### src/rtl/operand_fetcher.sv
// Operand fetch stage: turns weight/IF read requests into memory address/enable
// bursts, returns the fetched words with row indices and holds the bank select.

module operand_fetch_engine #(
  parameter int LEN   = 8,
  parameter int DEPTH = 256
) (
  input  logic                     clk,
  input  logic                     rst_n,
  input  logic                     read,
  input  logic                     clr,
  output logic [$clog2(DEPTH)-1:0] addr,
  output logic                     en,
  output logic                     valid,
  output logic [$clog2(LEN)-1:0]   row,
  output logic                     done,
  output logic [1:0]               state_dbg
);

  localparam int AW = $clog2(DEPTH);
  localparam int CW = $clog2(LEN);

  localparam logic [1:0] S_IDLE  = 2'd0;
  localparam logic [1:0] S_FETCH = 2'd1;
  localparam logic [1:0] S_DRAIN = 2'd2;

  logic [1:0]    state, state_nx;
  logic [CW-1:0] cnt, cnt_nx;
  logic [AW-1:0] base, base_nx;

  // State register, plus the one-cycle-delayed output stream.
  always_ff @(posedge clk or negedge rst_n) begin
    if (!rst_n) begin
      state <= S_IDLE;
      cnt   <= '0;
      base  <= '0;
      valid <= 1'b0;
      row   <= '0;
    end else begin
      state <= state_nx;
      cnt   <= cnt_nx;
      base  <= base_nx;
      valid <= en;
      row   <= cnt;
    end
  end

  always_comb begin
    state_nx = state;
    cnt_nx   = cnt;
    base_nx  = base;
    case (state)
      S_IDLE: begin
        if (read) begin
          state_nx = S_FETCH;
          cnt_nx   = '0;
        end
      end
      S_FETCH: begin
        if (cnt == CW'(LEN - 1)) begin
          state_nx = S_DRAIN;
          cnt_nx   = '0;
        end else begin
          cnt_nx = cnt + 1'b1;
        end
      end
      S_DRAIN: begin
        state_nx = S_IDLE;
        base_nx  = (base == AW'(DEPTH - LEN)) ? '0 : base + AW'(LEN);
      end
      default: begin
        state_nx = S_IDLE;
      end
    endcase
    // Clear overrides everything, including a read seen in the same cycle.
    if (clr) begin
      state_nx = S_IDLE;
      cnt_nx   = '0;
      base_nx  = '0;
    end
  end

  // base never exceeds DEPTH-LEN, so base+cnt stays inside the memory.
  always_comb begin
    en        = (state == S_FETCH);
    done      = (state == S_DRAIN);
    addr      = base + AW'(cnt);
    state_dbg = state;
  end

endmodule

module operand_fetcher #(
  parameter int DW       = 8,
  parameter int ROWS     = 8,
  parameter int IF_LEN   = 16,
  parameter int W_DEPTH  = 256,
  parameter int IF_DEPTH = 1024
) (
  input  logic                        clk,
  input  logic                        rst,
  input  logic                        w_read,
  input  logic                        clr_w,
  input  logic                        if_read,
  input  logic                        clr_if,
  input  logic                        switch,
  output logic [$clog2(W_DEPTH)-1:0]  w_addr,
  output logic                        w_en,
  input  logic [DW-1:0]               w_rdata,
  output logic                        w_valid,
  output logic [DW-1:0]               w_data,
  output logic [$clog2(ROWS)-1:0]     w_row,
  output logic                        w_done,
  output logic [$clog2(IF_DEPTH)-1:0] if_addr,
  output logic                        if_en,
  input  logic [DW-1:0]               if_rdata,
  output logic                        if_valid,
  output logic [DW-1:0]               if_data,
  output logic [$clog2(IF_LEN)-1:0]   if_row,
  output logic                        if_done,
  output logic                        bank,
  output logic [1:0]                  w_state,
  output logic [1:0]                  if_state
);

  // Output streams are valid-only: a word is presented for exactly one cycle
  // while *_valid is high and there is no backpressure from the array.
  operand_fetch_engine #(.LEN(ROWS), .DEPTH(W_DEPTH)) u_w_eng (
    .clk       (clk),
    .rst_n     (rst),
    .read      (w_read),
    .clr       (clr_w),
    .addr      (w_addr),
    .en        (w_en),
    .valid     (w_valid),
    .row       (w_row),
    .done      (w_done),
    .state_dbg (w_state)
  );

  operand_fetch_engine #(.LEN(IF_LEN), .DEPTH(IF_DEPTH)) u_if_eng (
    .clk       (clk),
    .rst_n     (rst),
    .read      (if_read),
    .clr       (clr_if),
    .addr      (if_addr),
    .en        (if_en),
    .valid     (if_valid),
    .row       (if_row),
    .done      (if_done),
    .state_dbg (if_state)
  );

  assign w_data  = w_rdata;
  assign if_data = if_rdata;

  always_ff @(posedge clk or negedge rst) begin
    if (!rst) begin
      bank <= 1'b0;
    end else if (switch) begin
      bank <= ~bank;
    end
  end

endmodule
### config.mk
export PLATFORM = sky130hd
export DESIGN_NAME = operand_fetcher
export DESIGN_NICKNAME = d
export VERILOG_FILES = /design/src/rtl/operand_fetcher.sv
export SDC_FILE = /design/constraint.sdc
export NUM_CORES = 1
export LEC_CHECK = 0
export CAP_MARGIN = 10
export CELL_PAD_IN_SITES_DETAIL_PLACEMENT = 1
export CELL_PAD_IN_SITES_GLOBAL_PLACEMENT = 2
export CORE_MARGIN = 4
export CORE_UTILIZATION = 21
export CTS_CLUSTER_SIZE = 14
export DETAILED_ROUTE_END_ITERATION = 10
export PLACE_DENSITY_LB_ADDON = 0.1
export SLEW_MARGIN = 10
export SYNTH_ARGS = -nofsm -noshare
export SYNTH_HDL_FRONTEND = slang
export SYNTH_SLANG_ARGS = --single-unit
### constraint.sdc
create_clock -name clk -period 1.3 [get_ports clk]
set_input_delay 0.26 -clock clk [delete_from_list [all_inputs] [get_ports clk]]
set_output_delay 0.26 -clock clk [all_outputs]
set_load 0.03 [all_outputs]
# [Word-level counts from Yosys, hierarchy flattened]
# Cells that the tools add are included.
[classes] n_eq_ne=12 n_addsub=6 bitwise_logic=1 n_mux=22 reduce_logical=10
[op_table] operator="$mux W10" n=3
[op_table] operator="$mux W8" n=3
[op_table] operator="$mux W2" n=6
[op_table] operator="$mux W4" n=3
[op_table] operator="$ne A3 B3 Y1 const B" n=4
[op_table] operator="$add A10 B4 Y10" n=1
[op_table] operator="$add A10 B5 Y10 const B" n=1
[op_table] operator="$eq A10 B10 Y1 const B" n=1
[op_table] operator="$mux W3" n=3
[op_table] operator="$add A8 B3 Y8" n=1
[op_table] operator="$add A8 B4 Y8 const B" n=1
[op_table] operator="$eq A8 B8 Y1 const B" n=1
[op_table] operator="$pmux W2 S2" n=2
[op_table] operator="$pmux W4 S2" n=1
[op_table] operator="$reduce_and A2 Y1" n=4
[op_table] operator="$pmux W3 S2" n=1
[op_table] operator="$reduce_bool A3 Y1" n=2
[op_table] operator="$add A4 B1 Y4 const B" n=1
[op_table] operator="$eq A2 B1 Y1 const B" n=2
[op_table] operator="$eq A2 B2 Y1 const B" n=2
[op_table] operator="$eq A4 B4 Y1 const B" n=1
[op_table] operator="$logic_not A2 Y1" n=2
[op_table] operator="$reduce_bool A2 Y1" n=2
[op_table] operator="$add A3 B1 Y3 const B" n=1
[op_table] operator="other kinds (2)" n=2
[word_totals] word_cells=62 output_inout_bits=52 reg_bits=39 inputBits=23

# [Logic depth before layout (Yosys ltp)]
[depth] ltp_word=4 mapped_depth=5 depth_no_buf=5

# [Cells and area by module]
# A second synthesis with hierarchy kept.
[unflattened] hier_cells=162 area_unflattened_um2=1634.1
[by_module_without_submodules] module="operand_fetch_engine (u_if_eng)" cells_per_inst=85 area_per_inst_um2=834.6 n_inst=1 seq_area_each_um2=425.4
[by_module_without_submodules] module="operand_fetch_engine (u_w_eng)" cells_per_inst=59 area_per_inst_um2=645.6 n_inst=1 seq_area_each_um2=350.3
[by_module_without_submodules] module="operand_fetcher" cells_per_inst=18 area_per_inst_um2=153.9 n_inst=1 seq_area_each_um2=25.0

# [Least setup slack after synthesis]
# Ideal clock, no wire load.
[synth_timing] path_type="register to register" startpoint="register u_if_eng.state[0] (netlist: u_if_eng.state_dbg[0])" endpoint="register u_if_eng.cnt[3]" path_buffers=0 slack_ns=-0.298 synth_period_minus_slack_ns=1.598 t_required_ns=1.222 setup_time_ns=0.078 stages_incl_launch_ff=4 arrival_time_ns=1.520 path_cell_list="dfrtp_1 nor2b_1 nand4_1 a21oi_1"
[synth_between] elab_chain_cells=3 word_cells_on_any_way=7 cone_classes="eq/ne (2); mux (2); reduce/logical (3)"
[synth_rtl] element="from (decl)" line="27" source="logic [1:0] state, state_nx;"
[synth_rtl] element="from (signal assigned)" line="40" source="state <= state_nx;"
[synth_rtl] element="$eq A2 B1 Y1 (*)"
[synth_rtl] element="named net if_en" line="115" source="output logic if_en,"
[synth_rtl] element="$pmux W4 S2 or $reduce_bool A3 Y1 (tied branches)"
[synth_rtl] element="$mux W4 or $reduce_and A2 Y1 (tied branches)"
[synth_rtl] element="to (signal assigned)" line="41" source="cnt <= cnt_nx;"
[synth_rtl] element="to (decl)" line="28" source="logic [CW-1:0] cnt, cnt_nx;"
# Mark *: on every way through the listed nets, which the timed path passes. The rest lies on a longest branch.
# A chain may end at the register's enable or synchronous reset.

# [Worst setup path in the final report]
[layout_timing] startpoint="register u_if_eng.state[1] (netlist: u_if_eng.state_dbg[1])" endpoint="output port if_done"
[layout_between] elab_chain_cells=1
[layout_rtl] element="$eq A2 B2 Y1" line="86" source="done = (state == S_DRAIN);"
[layout_rtl] element="to (decl)" line="120" source="output logic if_done,"
# Every way passes these cells.

==> results <==
==> worst max-delay path, stage by stage, from the launching register on <==
cell	delay (ps)
sky130_fd_sc_hd__dfrtp_2	450
sky130_fd_sc_hd__buf_6	140
sky130_fd_sc_hd__nand2b_4	80
sky130_fd_sc_hd__inv_4	40
sky130_fd_sc_hd__buf_6	130
==> flip-flops by register name, indices dropped and copies added (netlist names) <==
register and count:
u_if_eng.base 6, u_w_eng.valid 1, u_w_eng.base 5, u_if_eng.valid 1, u_if_eng.row 4, u_w_eng.cnt 3
u_if_eng.cnt 4, u_w_eng.row 3, u_w_eng.state_dbg 2, u_if_eng.state_dbg 2, bank 1
==> power groups by stage <==
| stage | sequential [mW] | combinational [mW] | clock, mW |
|---|---|---|---|
| 3_3_place_gp | 1.10 | 0.381 | 0 |
| 4_1_cts | 1.08 | 0.403 | 0.788 |
| 6_report | 1.08 | 0.415 | 0.734 |
| 5_1_grt | 1.09 | 0.446 | 0.820 |
| 3_5_place_dp | 1.10 | 0.383 | 0 |
| 2_1_floorplan | 1.16 | 0.229 | 0 |
==> Yosys cell counts <==
| cell type | count | area, um2 |
|---|---|---|
| sky130_fd_sc_hd__dfrtp_1 | 32 | 800.8 |
| sky130_fd_sc_hd__buf_4 | 19 | 142.6 |
| sky130_fd_sc_hd__nor2_1 | 11 | 41.29 |
| sky130_fd_sc_hd__a21oi_1 | 10 | 50.05 |
| sky130_fd_sc_hd__clkbuf_1 | 9 | 33.78 |
| sky130_fd_sc_hd__ha_1 | 8 | 100.1 |
| sky130_fd_sc_hd__nand3_1 | 8 | 40.04 |
| sky130_fd_sc_hd__nand2_1 | 7 | 26.28 |
| sky130_fd_sc_hd__xor2_1 | 6 | 52.55 |
| sky130_fd_sc_hd__a22oi_1 | 4 | 30.03 |
| sky130_fd_sc_hd__inv_1 | 4 | 15.01 |
| sky130_fd_sc_hd__nor3b_1 | 4 | 30.03 |
| sky130_fd_sc_hd__xnor2_1 | 4 | 35.03 |
| sky130_fd_sc_hd__nand3b_1 | 3 | 22.52 |
| sky130_fd_sc_hd__nand4_1 | 3 | 18.77 |
| sky130_fd_sc_hd__nor2b_1 | 3 | 18.77 |
| sky130_fd_sc_hd__o21ai_0 | 3 | 15.01 |
| sky130_fd_sc_hd__o21bai_1 | 3 | 22.52 |
| sky130_fd_sc_hd__or3_1 | 3 | 18.77 |
| sky130_fd_sc_hd__a31oi_1 | 2 | 12.51 |
| sky130_fd_sc_hd__nand2b_1 | 2 | 12.51 |
| sky130_fd_sc_hd__a211oi_1 | 1 | 7.510 |
| sky130_fd_sc_hd__a22o_1 | 1 | 8.760 |
| sky130_fd_sc_hd__a2bb2oi_1 | 1 | 8.760 |
| sky130_fd_sc_hd__a311o_1 | 1 | 10.01 |
| sky130_fd_sc_hd__a311oi_1 | 1 | 8.760 |
| sky130_fd_sc_hd__and3_1 | 1 | 6.260 |
| sky130_fd_sc_hd__conb_1 | 1 | 3.750 |
| sky130_fd_sc_hd__mux2i_1 | 1 | 10.01 |
| sky130_fd_sc_hd__nand2_2 | 1 | 6.260 |
| sky130_fd_sc_hd__nor3_1 | 1 | 5.000 |
| sky130_fd_sc_hd__nor4_1 | 1 | 6.260 |
| sky130_fd_sc_hd__o211ai_1 | 1 | 7.510 |
| sky130_fd_sc_hd__o31ai_1 | 1 | 7.510 |
| sky130_fd_sc_hd__or3b_2 | 1 | 8.760 |
| sky130_fd_sc_hd__or4b_1 | 1 | 10.01 |
==> metal layers <==
metal	up-vias	global-route usage (%)	routed length, um
met3	14	4.037	337
met2	49	17.04	2412
met4	0	4.212	97
met1	693	12.82	2115
met5	-	0	0
li1	678	-	-
==> cell type report <==
type                            instances  area share (%)
Multi-Input combinational cell        101           31.98
Timing Repair Buffer                   87           30.24
Sequential cell                        32           29.56
Tap cell                              102           4.660
Clock buffer                            6           2.650
Inverter                                4          0.7309
Clock inverter                          1          0.1827
==> kinds of logic after synthesis <==
logic type	Yosys count	share of synthesized area [%]
buffers and inverters	32	11.57
and+or+nand+nor	50	16.42
DFF	32	48.41
muxes	1	0.6052
AOI/OAI and AO/OA	29	11.42
xor gates and xnor gates	10	5.295
adders and majority gates	8	6.052
other	1	0.2267
==> stage by stage <==
stage	hold WS (ps)	TNS, ps
after detailed placement	470.9	-573.8
after floorplan	-35.59	-7.029
after CTS	356.4	-755.2
after global placement	458.2	-449.4
after global routing	374.0	-994.9
final	354.0	-329.5
==> final timing paths <==
path                                             from  slack, ps  depth (start not counted)          endpoint
worst max-delay path            u_if_eng.state_dbg[1]        -90                          4           if_done
worst min-delay path                              rst        350                          2    u_w_eng.cnt[2]
worst max register to register       u_if_eng.base[4]        -60                          5  u_if_eng.base[7]
worst min register to register                   bank        480                          1              bank
max in group asynchronous                         rst        750                          2  u_if_eng.base[8]
min in group clk                                 bank        480                          1              bank
==> what timing repair did <==
item / in CTS / in global routing
resized for setup: 44 / 40
hold buffers: 0 / 0
buffers inserted: 22 / 1
endpoints found under the setup margin: 24 / 30
pin swaps: 7 / 9
==> impl_metrics.env <==
export IMPL_synth_distinct_cells=36
export IMPL_numPlacedInstances=303
export IMPL_multiInputGateArea_um2=875.8
export IMPL_power_total_mw=2.233
export IMPL_core_area_mm2=0.007687
export IMPL_count_of_nets_after_finishing=262
export IMPL_postSynthCellCount=163
export IMPL_layout_commonest_cell="sky130_fd_sc_hd__buf_4"
export IMPL_finalSetupViolations=10
export IMPL_cp_data_required_time_ps=1040
export IMPL_syn_to_final_growth_pct=65.58
export IMPL_pre_cts_slack_ps=-211.8
export IMPL_finish_cell_count_without_fillers=333
export IMPL_die_height_um=96.75
export IMPL_detailed_place_area_mm2=0.002218
export IMPL_max_vdd_ir_drop_v=0.0002925
export IMPL_first_iter_violations=12
export IMPL_post_route_util_pct=35.63
export IMPL_dpl_hpwl_um=3298
export IMPL_grt_pass1_wl_um=7997
export IMPL_clockBufferDepth=2
export IMPL_synth_area_mm2=0.001654
export IMPL_pin_count=75
export IMPL_ys_warnings_count=0
export IMPL_final_design_area_no_fill_mm2=0.002739
export IMPL_p_int_mw=1.593
export IMPL_first_global_vias=1551
export IMPL_mostFrequentLayoutCells="sky130_fd_sc_hd__buf_4, sky130_fd_sc_hd__buf_6, sky130_fd_sc_hd__dfrtp_1, sky130_fd_sc_hd__nor2_1"
export IMPL_worst_endpoint_arrival_ps=1130
export IMPL_drt_vias_per_instance=4.306
export IMPL_worstSetupPathType="flop to primary output"
export IMPL_port_buffers=42
export IMPL_synth_ff_latch_count=32
export IMPL_rsz0062_at_grt="yes"
export IMPL_layout_worst_path_cycle_share_pct=106.7
export IMPL_power_per_standard_cell_area_mw_per_mm2=815.2
export IMPL_drc=0
export IMPL_timing_hold_worst_class="input port to asynchronous set/reset pin"
export IMPL_routed_via_count=1434
export IMPL_violations_in_the_final_reports="setup timing"
export IMPL_routed_wire_length_um=4962
export IMPL_sequential_cell_area_um2=809.5
export IMPL_ant_nets=0
export IMPL_post_route_worst_setup_slack_ps=-87.52
export IMPL_clkLatencyLatePin_ps=280
export IMPL_share_seq_of_total_power_pct=48.5
export IMPL_number_of_clock_sinks=32
export IMPL_cts_tree="done"
export IMPL_swShare_pct=28.64
export IMPL_grt_ovfl_total=0
export IMPL_final_layout_size_suffix_gt1_share_pct=49.78
export IMPL_portion_of_the_post_synthesis_area_used_by_sequential_elements_pct=48.41
export IMPL_switching_power_mw=0.6395
export IMPL_run_status="complete, but fails checks"
export IMPL_detailedRoute_firstPassIterationCount=4
export IMPL_power_leakage_nw=1.290
export IMPL_timing_critical_path_fanout_max=4
export IMPL_worst_setup_path_start_kind="flop"
export IMPL_skew_ps=9.271
export IMPL_global_route_usage_total_pct=10.62
export IMPL_antenna_found_initial=0
export IMPL_cts_buffers_inserted=5
export IMPL_drt_wirelength_per_cell_um=14.90
export IMPL_cp_end_kind="primary output"
export IMPL_slew_viol_final=0
export IMPL_placementRows=32
export IMPL_num_fill_cells=889
export IMPL_place_gp_congestion=0.7165
export IMPL_initial_utilization_pct=21.52
export IMPL_grt_start_max_net_pins=33
export IMPL_final_period_minus_worst_setup_slack_ps=1388
export IMPL_share_comb_of_total_power_pct=18.6
export IMPL_timing_final_hold_violations=0
export IMPL_power_frac_clock_pct=32.9
export IMPL_die_area_mm2=0.009361
export IMPL_drv_cap=0
export IMPL_ctsHtreeMaxLevel=2
export IMPL_num_antenna_cells=0
export IMPL_achievable_frequency_mhz=720.7
export IMPL_worst_setup_hold_path_clk_slew_ps=70
export IMPL_floorplan_die_width_um=96.75
export IMPL_root_buffer="sky130_fd_sc_hd__clkbuf_8"
export IMPL_synth_area_per_cell_um2=10.15
No activity file was read; power rests on OpenSTA's default activity.
